$ cat src/rtl/avr_io_uart_txfifo.sv
// ---------------------------------------------------------------------------
// avr_io_uart_txfifo
//
// Transmit byte FIFO between the CPU-side UDR write path and the
// avr_io_uart_tx serializer. Software can queue a burst of bytes, and the
// serializer is fed back-to-back through its prefetch slot, so no idle gap
// appears between stop bit and the next start bit.
//
// Optional feature macro: AVR_UART_TXFIFO_THRESH_EN
//   defined   : adds input thresh; thresh_irq is registered (level <= thresh)
//   undefined : no thresh port; thresh_irq tied to 0
//
// Ports:
//   clk          system clock
//   rst          asynchronous, active-high reset
//   wr_en        push strobe (CPU write to UDR)
//   wr_data      byte to push
//   flush        synchronous FIFO clear (dominates push and pop)
//   ovf_clr      clears the sticky overflow flag
//   tx_busy      serializer busy
//   tx_prefetch  serializer in its last-bit slot (accepts next byte)
//   thresh       level threshold (AVR_UART_TXFIFO_THRESH_EN only)
//   tx_strobe    FIFO non-empty, to serializer strobe (combinational)
//   tx_data      head byte, to serializer tx_in (combinational)
//   full         level == depth
//   empty        level == 0
//   level        current occupancy
//   overflow     sticky: a push was dropped
//   thresh_irq   level <= thresh (0 when the feature is disabled)
// ---------------------------------------------------------------------------
module avr_io_uart_txfifo #(
  parameter int unsigned DEPTH_LOG2 = 4
) (
  input  logic                  clk,
  input  logic                  rst,
  input  logic                  wr_en,
  input  logic [7:0]            wr_data,
  input  logic                  flush,
  input  logic                  ovf_clr,
  input  logic                  tx_busy,
  input  logic                  tx_prefetch,
`ifdef AVR_UART_TXFIFO_THRESH_EN
  input  logic [DEPTH_LOG2:0]   thresh,
`endif
  output logic                  tx_strobe,
  output logic [7:0]            tx_data,
  output logic                  full,
  output logic                  empty,
  output logic [DEPTH_LOG2:0]   level,
  output logic                  overflow,
  output logic                  thresh_irq
);

  localparam int unsigned PW    = DEPTH_LOG2;
  localparam int unsigned LW    = DEPTH_LOG2 + 1;
  localparam int unsigned DEPTH = 1 << DEPTH_LOG2;

  // Storage is deliberately not reset; tx_data is don't-care while empty.
  logic [7:0]    mem_q [DEPTH];

  logic [PW-1:0] rd_ptr_q, rd_ptr_d;
  logic [PW-1:0] wr_ptr_q, wr_ptr_d;
  logic [LW-1:0] level_q,  level_d;
  logic          full_q,   full_d;
  logic          empty_q,  empty_d;
  logic          overflow_q, overflow_d;

  logic          push;
  logic          pop;
  logic          drop;

  // Handshake decode. full_q is the pre-pop state, so a write while full is
  // dropped even when the serializer takes a byte on the same edge.
  always_comb begin
    push = wr_en & ~full_q & ~flush;
    drop = wr_en &  full_q & ~flush;
    pop  = ~empty_q & (~tx_busy | tx_prefetch);
  end

  // Next-state for pointers, level, flags.
  always_comb begin
    rd_ptr_d   = rd_ptr_q;
    wr_ptr_d   = wr_ptr_q;
    level_d    = level_q;
    overflow_d = overflow_q;

    if (flush) begin
      rd_ptr_d = '0;
      wr_ptr_d = '0;
      level_d  = '0;
    end else begin
      if (push) wr_ptr_d = wr_ptr_q + PW'(1);
      if (pop)  rd_ptr_d = rd_ptr_q + PW'(1);
      unique case ({push, pop})
        2'b10:   level_d = level_q + LW'(1);
        2'b01:   level_d = level_q - LW'(1);
        default: level_d = level_q;
      endcase
    end

    // Set wins over clear.
    if (drop)         overflow_d = 1'b1;
    else if (ovf_clr) overflow_d = 1'b0;

    full_d  = (level_d == LW'(DEPTH));
    empty_d = (level_d == '0);
  end

  // Control state.
  always_ff @(posedge clk or posedge rst) begin
    if (rst) begin
      rd_ptr_q   <= '0;
      wr_ptr_q   <= '0;
      level_q    <= '0;
      full_q     <= 1'b0;
      empty_q    <= 1'b1;
      overflow_q <= 1'b0;
    end else begin
      rd_ptr_q   <= rd_ptr_d;
      wr_ptr_q   <= wr_ptr_d;
      level_q    <= level_d;
      full_q     <= full_d;
      empty_q    <= empty_d;
      overflow_q <= overflow_d;
    end
  end

  // Byte storage write port.
  always_ff @(posedge clk) begin
    if (push) mem_q[wr_ptr_q] <= wr_data;
  end

`ifdef AVR_UART_TXFIFO_THRESH_EN
  logic thresh_irq_q, thresh_irq_d;

  // Tracks next level so the flag moves on the same edge as level.
  always_comb begin
    thresh_irq_d = (level_d <= thresh);
  end

  always_ff @(posedge clk or posedge rst) begin
    if (rst) thresh_irq_q <= 1'b0;
    else     thresh_irq_q <= thresh_irq_d;
  end

  assign thresh_irq = thresh_irq_q;
`else
  assign thresh_irq = 1'b0;
`endif

  // Head byte and strobe are zero-latency so the serializer samples the
  // byte on the same edge that pops it.
  assign tx_strobe = ~empty_q;
  assign tx_data   = mem_q[rd_ptr_q];
  assign full      = full_q;
  assign empty     = empty_q;
  assign level     = level_q;
  assign overflow  = overflow_q;

endmodule
$ cat config.mk
export PLATFORM = sky130hd
export DESIGN_NAME = avr_io_uart_txfifo
export DESIGN_NICKNAME = d
export VERILOG_FILES = /design/src/rtl/avr_io_uart_txfifo.sv
export SDC_FILE = /design/constraint.sdc
export NUM_CORES = 1
export LEC_CHECK = 0
export CORE_MARGIN = 2
export CORE_UTILIZATION = 55
export DETAILED_ROUTE_END_ITERATION = 8
export PLACE_DENSITY = 0.79
export SLEW_MARGIN = 40
export SYNTH_ARGS = -nofsm -noshare
export SYNTH_HDL_FRONTEND = slang
export SYNTH_SLANG_ARGS = --single-unit
$ cat constraint.sdc
create_clock -name clk -period 3.1 [get_ports clk]
set_input_delay 0.465 -clock clk [delete_from_list [all_inputs] [get_ports clk]]
set_output_delay 0.465 -clock clk [all_outputs]
set_load 0.1 [all_outputs]
==> Implementation_results.wiki, run 1 <==
{| class="wikitable"
! Metric !! Value
|-
| Setup repair after global routing missed its margin || no
|-
| Combinational family with the most area after synthesis || multiplexers
|-
| Static Leakage || around 2.5 nW
|-
| Leading cell types by count after synthesis || 128 x edfxtp_1, 40 x mux4_2, 28 x nor2_1
|-
| Worst clock skew || 7.48 ps
|-
| Power density relative to cell area || 885 nW/um^2
|-
| Netlist area before placement || 5860 um^2
|-
| Max FO, Critical Path || 13
|-
| Detailed-routing iteration count for the pre-antenna-repair pass || 4
|-
| Final setup TNS || 0 ps
|-
| TritonCTS clock tree || done
|-
| Post-Route Hold Slack || 323 ps
|-
| Wire length of the first global-routing pass || between 15 and 20 mm
|-
| Parity-gate share of the synthesized area counting xor and xnor cells || roughly 1.8%
|-
| Reported net switching power || between 1.5 and 2 mW
|-
| Number of buffer cells added on primary ports || 31
|-
| Gr busiest metal || met2
|-
| Post-synthesis share of cell area spent on full adders, half adders and majority gates || 1.49%
|-
| Detail Placement HPWL || 7.34 mm
|-
| Number of endpoints with negative hold slack in the final report || 0
|-
| Setup crit end kind || primary output
|-
| GP Congestion || 0.803
|-
| Post-route DRC violation count || 0
|-
| Critical setup path kind || flip-flop to primary output
|-
| Post-synth EDFFs || 128
|-
| Synth cell types || 37
|-
| Synthesized instance count || approximately 300
|-
| Share of the clock period used by the worst path after layout || between 90% and 100%
|-
| Cell area after layout || 7210 um^2
|-
| Actual slew at the worst max-slew pin || 704 ps
|-
| Number of setup violations in the final report || 0
|-
| Multiplexer share of the synthesized area || 15.7%
|-
| Design internal power || between 4 and 5 mW
|-
| Drt total wl || ~11 mm
|-
| Clock Root Buffer || clkbuf_8
|-
| Die height || 107 um
|-
| Count of maximum capacitance violations || 0
|-
| Post-synthesis net count || 327
|-
| Number of ports placed on the die boundary || 33
|-
| Clk sink count || 144
|-
| Sw Share || roughly 30%
|-
| Compound-Gate Fraction of Synth Area || 1.96%
|-
| Layout cells sized above 1 || between 30% and 40%
|-
| HP Class || input pin to async pin
|-
| Cell type with the highest aggregate area in the netlist || edfxtp_1
|-
| Number of diodes || 0
|-
| Final number of max-transition violations || 0
|-
| Starting utilization of the core area || 56.8%
|-
| Async set-reset flop share out of synthesis || 11.1%
|-
| Maximum count of clock buffers along a single path || 2
|-
| Met2 GRT Util || 35.6%
|-
| Hold_buf cts || 0
|-
| Setup repair bufs after CTS || 0
|-
| Headroom to the max-slew limit || a little over half
|-
| Result of the run || completed
|-
| Kind of start point of the critical path || flip-flop
|-
| Most common cell in the synthesized netlist || edfxtp_1
|-
| Fmax || 341 MHz
|-
| Fin nets || around 390
|-
| Combined flip-flop and latch cell area || 4250 um^2
|-
| Clock latency of the later-clocked register in the worst-skew pair || between 500 and 600 ps
|-
| Detailed router's first-iteration violation count || a little under 200
|-
| Area Growth Syn to Fin || 23.0%
|-
| Initial antenna violation count || 0
|-
| Clock slew at reported path FFs || approximately 60 ps
|-
| Fin crit period || between 2000 and 3000 ps
|-
| Largest net degree at the start of global routing || 23
|-
| Relative contribution of sequential cells to total power || 35.7%
|-
| Die Wd || around 110 um
|-
| Relative contribution of the clock network to total power || 36.6%
|-
| Average via count per standard cell || 5.93
|-
| Post-synthesis sequential area ratio || between 70% and 80%
|-
| IR Drop Worst-Case VDD || 575 uV
|-
| Core area || 10300 um^2
|-
| Synth area leaders || edfxtp_1 66%, mux4_2 15%, dfrtp_1 6.4%
|-
| Area share of the largest cell type after synthesis || around two thirds
|-
| Combinational cell fraction of total power || 27.7%
|-
| Wire per inst || 22.4 um
|-
| CTS Buf Count || 17
|-
| Die footprint || 11500 um^2
|-
| Total area of multi-input combinational cells || 1520 um^2
|-
| Synthesis-stage register bit count || about 140
|-
| Level count of the clock H-tree || 4
|-
| Met1 routing resource usage after global routing || around 29%
|-
| Area after detailed placement || 6520 um^2
|-
| Number of gates given a new drive strength after cts || 0
|-
| Average cell area after synthesis || 19.2 um^2
|-
| Required time of the critical path || 2630 ps
|-
| Number of standard-cell rows in the floorplan || 37
|-
| Number of vias in the routed layout || 3038
|-
| Main flop type after synthesis || edfxtp_1
|-
| GR Layer Usage met3 || 5.84%
|-
| Post-Route Utilization || 69.8%
|-
| Via count of the first global-routing pass || 3172
|-
| Area fraction in and, or, nand and nor cells after synthesis || 4.89%
|-
| Overall overflow remaining after global route || 0
|-
| Total GRT Usage || 22.0%
|-
| Critical Path AT || ~2500 ps
|-
| Count of yosys warnings during synthesis || 0
|-
| Fillers || 608
|-
| Final ANT Viol Nets || 0
|}
## power groups by stage
stage,logic [mW],clock network [mW],registers [mW]
2_1_floorplan,1.03,0,2.56
3_3_place_gp,1.75,0,2.31
3_5_place_dp,1.77,0,2.31
4_1_cts,1.79,2.36,2.28
5_1_grt,1.87,2.44,2.29
6_report,1.77,2.33,2.28
## per-layer routing
metal | vias to the layer above | part of all wire, % | wire, um
li1 | 1335 | - | -
met1 | 1585 | 42 | 4750
met2 | 92 | 51 | 5870
met3 | 26 | 5.2 | 591
met4 | 0 | 2.0 | 231
met5 | - | 0 | 0
## area by class of cell
type                       count  share of cell area (%)
multi-input combinational    138                    21.1
timing repair buffer          55                    7.74
tap                          136                    2.36
inverter                       8                   0.417
clock inverter                14                    3.72
sequential                   144                    58.9
clock buffer                  17                    5.75
## final timing paths
kind / slack [ps] / endpoint / start / cells after the start
min in group clk: 510 / overflow$_DFFE_PP0P_ / overflow$_DFFE_PP0P_ / 1
worst max-delay path: 170 / tx_data[0] / rd_ptr_q[0]$_DFFE_PP0P_ / 4
max in group asynchronous: 2340 / rd_ptr_q[0]$_DFFE_PP0P_ / rst / 2
worst min register to register: 510 / overflow$_DFFE_PP0P_ / overflow$_DFFE_PP0P_ / 1
worst max register to register: 590 / empty$_DFF_PP1_ / full$_DFF_PP0_ / 10
worst min-delay path: 320 / rd_ptr_q[2]$_DFFE_PP0P_ / rst / 2
## cells in the final DEF (no fill, tap or decap), drive strengths merged, types with 2 or more instances in the layout
cell type	count
mux2i	2
nand2b	3
nor2b	3
nor4	2
clkinv	5
inv	8
o21ai	4
xor2	8
clkdlybuf4s50	14
a21oi	3
mux4	40
bufinv	8
ha	7
nor2	28
clkbuf	17
nand2	10
nor3b	3
nand4	2
buf	41
dfrtp	15
xnor2	4
nor3	5
edfxtp	128
a31oi	4
## stage by stage
stage | instances | worst slack (ps) | power [mW]
global placement | 481 | 231 | 4.06
finish | 512 | 172 | 6.38
global route | 512 | 75.3 | 6.60
CTS | 512 | 139 | 6.42
detailed placement | 481 | 95.4 | 4.08
floorplan | 305 | 233 | 3.59
## sequential cells by signal (all words and copies together), names as in the netlist
name      flops
wr_ptr_q      4
overflow      1
mem_q       128
level         5
full          1
rd_ptr_q      4
empty         1
## worst max-delay path, cell delays in order (launching register included)
cell and delay (ps):
dfrtp_2 390, buf_4 280, mux4_2 560, mux4_2 520, buf_12 190
## cells by family (layout without fill, tap and decap cells)
group | Yosys count | count (layout)
AO/OA/AOI/OAI | 17 | 17
XOR/XNOR | 12 | 12
adder cells (fa/ha/maj) | 7 | 7
buffers and inverters | 23 | 94
flip-flops | 144 | 144
multiplexers | 42 | 42
other | 1 | 1
AND/OR/NAND/NOR | 59 | 59
No activity file was read; power rests on OpenSTA's default activity.
==> run 2: changes to the inputs <==
- CORE_UTILIZATION: 55 -> 53
- HOLD_SLACK_MARGIN: default -> 0.02
- PLACE_DENSITY: 0.79 -> 0.8
- clock period: 3.1 -> 2.52 ns (I/O delays scaled with it)
==> run 2 against run 1 <==
The flow now finishes with violations (negative setup slack). Clock power increased by 7%. Utilization decreased by 1.0 points. Sequential power increased by 24%. Flip-flop and latch count unchanged. Via count increased by 2.7%. First-iteration DRC count increased by 26%. Critical path type unchanged. Highest routed layer unchanged.
==> Implementation_results.wiki, run 2 (synthesis results as in run 1) <==
{| class="wikitable"
! Metric !! Value
|-
| Result of the run || finished, violations left
|-
| Failing checks || negative setup slack
|-
| Worst Slack Setup Final || -365 ps (-537 ps)
|-
| Final ANT Viol Nets || 0 (unchanged)
|-
| Total GRT Usage || 22.6% (+0.58 points)
|-
| Critical Path AT || 2510 ps (+50 ps)
|-
| Cell area after layout || 7420 um^2 (+3.0%)
|-
| Number of diodes || 0 (unchanged)
|-
| Post-route DRC violation count || 0 (unchanged)
|-
| Largest registers || mem_q: 128 flops, level: 5 flops
|-
| CTS Buf Count || 17 (unchanged)
|-
| Detailed router's first-iteration violation count || 244 (+26%)
|-
| Clock Root Buffer || clkbuf_8
|-
| Max FO, Critical Path || 7 (-6)
|-
| Power density relative to cell area || 1050 nW/um^2 (+19%)
|-
| Area Growth Syn to Fin || 26.7%
|-
| Actual slew at the worst max-slew pin || 588 ps (-116 ps)
|-
| Number of standard-cell rows in the floorplan || 38 (+2.7%)
|-
| Setup repair after global routing missed its margin || yes
|-
| Maximum count of clock buffers along a single path || 2 (unchanged)
|-
| Leading cell type in the layout, fill and taps excluded || edfxtp_1
|-
| Headroom to the max-slew limit || 60.8% (+7.7 points)
|-
| Pre-CTS setup slack || -266 ps (-361 ps)
|-
| Layout cells sized above 1 || 36.5% (+6.0 points)
|-
| Core area || 10800 um^2 (+4.5%)
|-
| Die footprint || 11900 um^2 (+3.6%)
|-
| Via count of the first global-routing pass || 3278 (+3.3%)
|-
| Detailed-routing iteration count for the pre-antenna-repair pass || 5 (+1)
|-
| Wire per inst || 22.1 um (-1.1%)
|-
| GP Congestion || 0.865 (+7.8%)
|-
| Reg2Reg Launch Point || full$_DFF_PP0_
|-
| Detail Placement HPWL || 7.74 mm (+5.5%)
|-
| Register ranked first by flip-flop count || mem_q
|-
| Clk sink count || 144 (unchanged)
|-
| Area after detailed placement || 6730 um^2 (+3.2%)
|-
| Static Leakage || 2.60 nW (+5.3%)
|-
| Reg2Reg Depth || 10 (unchanged)
|-
| Setup crit end kind || primary output
|-
| Fin crit period || between 2000 and 3000 ps
|-
| Clock slew at reported path FFs || 60 ps (about the same)
|-
| Count of maximum capacitance violations || 0 (unchanged)
|-
| Critical setup path kind || flip-flop to primary output
|-
| Endpoint of the most critical register-to-register path || full$_DFF_PP0_
|-
| Die Wd || 109 um (+1.8%)
|-
| Level count of the clock H-tree || 4 (unchanged)
|-
| Fmax || ~350 MHz
|-
| Die height || 109 um (+1.8%)
|-
| HP Class || input pin to async pin
|-
| Critical path, cell by cell || buf_12 -> buf_12 -> mux4_2 -> mux4_2 -> buf_12
|-
| Max stage delay on crit path || 540 ps (-20 ps)
|-
| Number of setup violations in the final report || 8 (+8)
|-
| Drt total wl || 12.1 mm (+5.3%)
|-
| Number of flip-flops under the largest register name || 128 (unchanged)
|-
| Number of endpoints with negative hold slack in the final report || 0 (unchanged)
|-
| Starting utilization of the core area || 54.3% (-2.5 points)
|-
| Largest net degree at the start of global routing || 19 (-17%)
|-
| Clock latency of the later-clocked register in the worst-skew pair || 520 ps (about the same)
|-
| Dominant cell type by count on the critical path || buf_12
|-
| Crit-path slowest cell || mux4_2
|-
| Final number of max-transition violations || 0 (unchanged)
|-
| Number of vias in the routed layout || 3120 (+2.7%)
|-
| Number of buffer cells added on primary ports || 31 (unchanged)
|-
| Initial antenna violation count || 0 (unchanged)
|-
| Share of the clock period used by the worst path after layout || 114%
|-
| Wire length of the first global-routing pass || 18.9 mm (+5.2%)
|-
| Average via count per standard cell || 5.72 (-3.5%)
|-
| Worst clock skew || 4.98 ps (-2.50 ps)
|-
| Fin nets || 414 (+7.3%)
|-
| Kind of start point of the critical path || flip-flop
|-
| Setup slack on the worst flop-to-flop path || 60 ps (-530 ps)
|-
| Number of ports placed on the die boundary || 33 (unchanged)
|-
| Overall overflow remaining after global route || 0 (unchanged)
|-
| IR Drop Worst-Case VDD || 969 uV (+68%)
|-
| Highest-count cells in the layout ignoring fill and taps || 128 x edfxtp_1, 54 x buf_4, 40 x mux4_2
|-
| TritonCTS clock tree || done
|-
| Required time of the critical path || 2140 ps (-490 ps)
|}
run 2: cell types whose count changed in the layout (fill, tap and decap cells not counted), moves of 2 or more:
cell,change
clkinv_4,+2
clkinv_2,+4
buf_4,+23
dfrtp_4,+2
bufinv_16,-4
clkbuf_1,+3
clkinv_1,-3
buf_12,+3
run 2: worst max-delay path by stage:
stage,to,slack (ps),startpoint
floorplan,full$_DFF_PP0_,-30,full$_DFF_PP0_
global placement,full$_DFF_PP0_,-110,flush
detailed placement,empty$_DFF_PP1_,-270,flush
CTS,tx_data[3],-390,rd_ptr_q[0]$_DFFE_PP0P_
global route,tx_data[3],-420,rd_ptr_q[0]$_DFFE_PP0P_
finish,tx_data[3],-370,rd_ptr_q[0]$_DFFE_PP0P_
run 2: final cells by class:
class | instances | area, um^2
inverter | 8 | 30.0
fill | 646 | 3370
clock inverter | 12 | 166
tap | 140 | 175
timing repair buffer | 83 | 833
sequential | 144 | 4260
multi-input combinational | 138 | 1540
clock buffer | 20 | 425
run 2: timing repair:
action,CTS,global route
hold buffers,0,0
resized for setup,4,4
pin swaps,0,1
gates cloned,2,0
endpoints found under the setup margin,8,11
buffers inserted,5,1
run 2: per-stage QoR:
stage / cells / total power [mW] / util (%) / setup TNS, ps / hold WS [ps]
after global routing: 545 / 8.07 / 68.8 / -3090 / 248
after floorplan: 305 / 4.44 / - / -25.9 / 291
final: 545 / 7.81 / 68.8 / -2640 / 218
after CTS: 545 / 7.87 / 68.9 / -2890 / 220
after detailed placement: 506 / 5.20 / 62.4 / -905 / 508
after global placement: 506 / 5.14 / 62.4 / -317 / 485
run 2: worst max-delay path: cells and delay by family (launching register included):
kind | cells | cell delay, ps
buffers and inverters | 3 | 460
multiplexers | 2 | 1000
flip-flops | 1 | 510
run 2: layer usage:
layer  vias up  global-route usage, %  wire (um)  share of wire [%]
met1      1603                   31.2       5160                 43
li1       1385                      -          -                  -
met4         0                   6.96        151                1.3
met2       116                   35.6       6040                 50
met5         -                      0          0                  0
met3        16                   6.10        708                5.9
run 2: power breakdown:
part	total, mW	internal (mW)	switching (mW)
clock network	2.50	1.60	0.902
registers	2.83	2.71	0.124
logic	2.48	1.04	1.44
==> run 3: changes to the inputs <==
- CAP_MARGIN: default -> 20
- CTS_CLUSTER_DIAMETER: default -> 60
==> results of run 3 <==
Final layout, timing and power as in run 2 (identical DEF).
